$ cat src/rtl/usr_deser.sv
// usr_deser: UART-style deserializer (start, W data bits, [even parity], stop) into a holding register with v/a handshake.
// Latency: v rises one edge after the stop strobe. Backpressure: completion while v=1 and a=0 drops the word and sets sticky ov.
// Optional parity stage: define USR_DESER_PARITY_EN.
module usr_deser #(
   parameter int W = 4
) (
   input  logic         c,
   input  logic         r,
   input  logic         z,
   input  logic         e,
   input  logic         d,
   input  logic         a,
   output logic [W-1:0] y,
   output logic         v,
   output logic         fe,
   output logic         ov,
   output logic         pe
);

   localparam int CW = $clog2(W + 1);

`ifdef USR_DESER_PARITY_EN
   typedef enum logic [1:0] {IDLE, DATA, PAR, STOP} state_t;
`else
   typedef enum logic [1:0] {IDLE, DATA, STOP} state_t;
`endif

   state_t          state;
   state_t          state_nxt;
   logic [W-1:0]    sr;
   logic [CW-1:0]   cnt;
   logic            dir;
   logic            last_bit;
   logic            par_err;
   logic            done;

   assign last_bit = (cnt == CW'(W - 1));

   always_ff @(posedge c or negedge r) begin
      if (!r) state <= IDLE;
      else    state <= state_nxt;
   end

   always_comb begin
      state_nxt = state;
      done      = 1'b0;
      case (state)
         IDLE: if (e && !z) state_nxt = DATA;
`ifdef USR_DESER_PARITY_EN
         DATA: if (e && last_bit) state_nxt = PAR;
         PAR:  if (e) state_nxt = STOP;
`else
         DATA: if (e && last_bit) state_nxt = STOP;
`endif
         STOP: begin
            if (e) begin
               state_nxt = IDLE;
               done      = z && !par_err;
            end
         end
         default: state_nxt = IDLE;
      endcase
   end

   // Bit order is latched at the start bit so d may change mid-frame.
   always_ff @(posedge c or negedge r) begin
      if (!r) begin
         sr  <= '0;
         cnt <= '0;
         dir <= 1'b0;
         y   <= '0;
         v   <= 1'b0;
         fe  <= 1'b0;
         ov  <= 1'b0;
      end else begin
         fe <= (state == STOP) && e && !z;
         if (state == IDLE && e && !z) begin
            cnt <= '0;
            dir <= d;
         end
         if (state == DATA && e) begin
            sr  <= dir ? {sr[W-2:0], z} : {z, sr[W-1:1]};
            cnt <= cnt + 1'b1;
         end
         if (done) begin
            if (!v || a) begin
               y <= sr;
               v <= 1'b1;
            end else begin
               ov <= 1'b1;
            end
         end else if (a && v) begin
            v <= 1'b0;
         end
      end
   end

`ifdef USR_DESER_PARITY_EN
   always_ff @(posedge c or negedge r) begin
      if (!r) begin
         par_err <= 1'b0;
         pe      <= 1'b0;
      end else begin
         if (state == PAR && e) par_err <= (^sr) ^ z;
         // A bad stop bit reports fe only.
         pe <= (state == STOP) && e && z && par_err;
      end
   end
`else
   assign par_err = 1'b0;
   assign pe      = 1'b0;
`endif

endmodule

$ cat config.mk
export PLATFORM = sky130hd
export DESIGN_NAME = usr_deser
export DESIGN_NICKNAME = d
export VERILOG_FILES = /design/src/rtl/usr_deser.sv
export SDC_FILE = /design/constraint.sdc
export NUM_CORES = 1
export LEC_CHECK = 0
export CAP_MARGIN = 0
export CORE_MARGIN = 2
export CORE_UTILIZATION = 49
export DETAILED_ROUTE_END_ITERATION = 8
export GPL_ROUTABILITY_DRIVEN = 0
export PLACE_DENSITY = 0.75
export SYNTH_ARGS = -nofsm -noshare
export SYNTH_HDL_FRONTEND = slang
export SYNTH_SLANG_ARGS = --single-unit
$ cat constraint.sdc
create_clock -name c -period 1.7 [get_ports c]
set_clock_uncertainty 0.05 [all_clocks]
set_input_delay 0.17 -clock c [delete_from_list [all_inputs] [get_ports c]]
set_output_delay 0.17 -clock c [all_outputs]
set_load 0.005 [all_outputs]
==> flow_summary.json <==
{
  "power_mw": 1.217,
  "ctsHoldBuffers": 0,
  "routed_wl_um": 1330,
  "wl_met2_um": 650,
  "numClockSinks": 17,
  "synthToLayoutAreaGrowth_pct": 23.00,
  "antenna_found_initial": 0,
  "vdd_drop_max_mv": 0.7051,
  "hold_viol_final": 0,
  "max-clock-path-buffers": 2,
  "drc": 0,
  "status": "finished clean",
  "diodes": 0,
  "syn_area_um2": 783.3,
  "ant_nets": 0,
  "core_mm2": 0.001506,
  "io_buffers": 12,
  "dp_hpwl_um": 1014,
  "synth_simple_gate_area_share_pct": 15.81,
  "fin_nets": 87,
  "final_area_um2": 963.4,
  "vias_per_cell": 5.287,
  "cts_setup_buffers": 0,
  "path_max_fanout": 8,
  "grt_max_degree": 18,
  "required_ns": 1.83,
  "synth_seq_cells": 17,
  "synth_area_leaders": "dfrtp_1 (54%), mux2_4 (7.7%), mux2i_1 (5.1%), ha_1 (3.2%), nand2b_1 (3.2%)",
  "highest_layer": "met4",
  "critPathLaunchType": "register",
  "syn_nets": 69,
  "synth-xor-area-share_pct": 0,
  "io_pins": 14,
  "power.leakage_nw": 0.4577,
  "drive_gt1_share_pct": 20.51,
  "clk_latency_ns": 0.29,
  "cts_tree": "yes",
  "yosysWarnings": 0,
  "syn_avg_cell_area_um2": 12.84,
  "drv_slew": 0,
  "start_util_pct": 51.99,
  "fmax_mhz": 709.1,
  "grt_first_pass_wirelength_um": 2249,
  "nFillCells": 124,
  "drt_first_pass_iters": 3,
  "clk_pin_slew_ns": 0.10,
  "max-cap-violations": 0,
  "path_class": "reg2reg",
  "rsz0062_at_grt": "no",
  "wl_met3_um": 57,
  "synth_mux_area_share_pct": 15.65,
  "root_buffer": "clkbuf_4",
  "end_kind": "register",
  "post-route-period-util_pct": 82.96,
  "cp.arrival_ns": 1.54,
  "final_cell_mix": "dfrtp_1 (17), clkdlybuf4s50_1 (12), o21ai_0 (5), nand2_1 (5)",
  "synthCells": 61,
  "drt_iter0_drc": 7,
  "cts_resized": 0,
  "track_usage_pct": 16.59,
  "die_area_mm2": 0.001934,
  "post_dp_cell_area_um2": 937.1,
  "dr_total_vias": 497,
  "synth_top_cell_area_share_pct": 54.31,
  "synth_top_family_by_area": "simple AND/OR/NAND/NOR gates",
  "overflow": 0,
  "power_density_mw_per_mm2": 1263,
  "met1_length_um": 596,
  "synth.distinct_cells": 25,
  "cts_made_buffers": 3,
  "finalSetupTns_ns": 0,
  "hp-class": "in2async",
  "post_drt_wl_per_cell_um": 14.15,
  "synth_fa_ha_area_share_pct": 3.195,
  "htree_levels": 1,
  "grt_pass1_vias": 488,
  "synth-compound-area-share_pct": 7.508,
  "row_count": 14,
  "die_y_um": 43.98,
  "yosysSeqAreaShare_pct": 54.31,
  "min_period_ns": 1.410,
  "setup_violations": 0,
  "yosys.area.top_type": "dfrtp_1",
  "final_common_cell": "dfrtp_1",
  "die_width_um": 43.98
}
-- worst max-delay path, stage by stage (launching register included) --
cell,delay (ns)
dfrtp_1,0.47
nand4b_4,0.24
nor2b_4,0.22
mux2_4,0.32
-- synthesized netlist by cell type, drive strengths merged --
master / n
o21ai: 5
a22o: 1
o2bb2ai: 1
conb: 1
nor2b: 2
mux2: 6
buf: 2
inv: 2
mux2i: 4
clkbuf: 1
nor2: 1
ha: 2
o21bai: 1
nand2b: 4
dfrtp: 17
nand2: 5
nor3: 1
nand3b: 2
nand4b: 2
a311oi: 1
-- logic make-up after synthesis --
logic type | Yosys count
simple gates | 17
flops | 17
mux | 10
compound gates | 9
buf+inv | 5
fa+ha+maj | 2
other cells | 1
-- path summary, 6_finish.rpt --
kind | from | endpoint | slack [ns] | depth (start not counted)
worst max-delay path | state[0] | y[2] | 0.29 | 3
worst min-delay path | r | ov | 0.14 | 2
worst max register to register | state[0] | y[2] | 0.29 | 3
worst min register to register | cnt[2] | cnt[2] | 0.46 | 1
max in group asynchronous | r | y[2] | 1.28 | 2
min in group c | d | dir | 0.44 | 2
-- sequential cells by signal (all words and copies together), names as in the netlist --
name   cells
cnt        3
dir        1
fe         1
ov         1
sr         4
state      2
v          1
y          4
-- report_power, final --
group	internal (mW)	total (mW)	switching (mW)
sequential	0.524	0.645	0.122
combinational	0.229	0.356	0.127
clock	0.0913	0.216	0.125
-- layer usage --
metal  GRT usage [%]  up-vias
met1           21.56      236
li1                -      245
met2           26.47       12
met5               0        -
met4           9.091        0
met3           2.500        4
-- cell type report --
cell class / instances / area, um2 / area share (%)
repair buffers: 16 / 150.1 / 15.58
inverters: 2 / 7.507 / 0.7792
flip-flops and latches: 17 / 425.4 / 44.16
well taps: 16 / 20.02 / 2.078
multi-input cells: 39 / 334.1 / 34.68
clock buffers: 4 / 26.28 / 2.727
-- metrics by stage --
| stage | instances | setup WS (ns) | hold slack (ns) | util [%] |
|---|---|---|---|---|
| 3_5_place_dp | 90 | 0.07748 | 0.4403 | 62.21 |
| 4_1_cts | 94 | 0.2851 | 0.1463 | 63.95 |
| 5_1_grt | 94 | 0.2292 | 0.1687 | 63.95 |
| 2_1_floorplan | 61 | 0.3523 | -0.1756 | - |
| 6_report | 94 | 0.2897 | 0.1409 | 63.95 |
| 3_3_place_gp | 90 | 0.1321 | 0.4120 | 62.21 |
No activity file was read; power rests on OpenSTA's default activity.
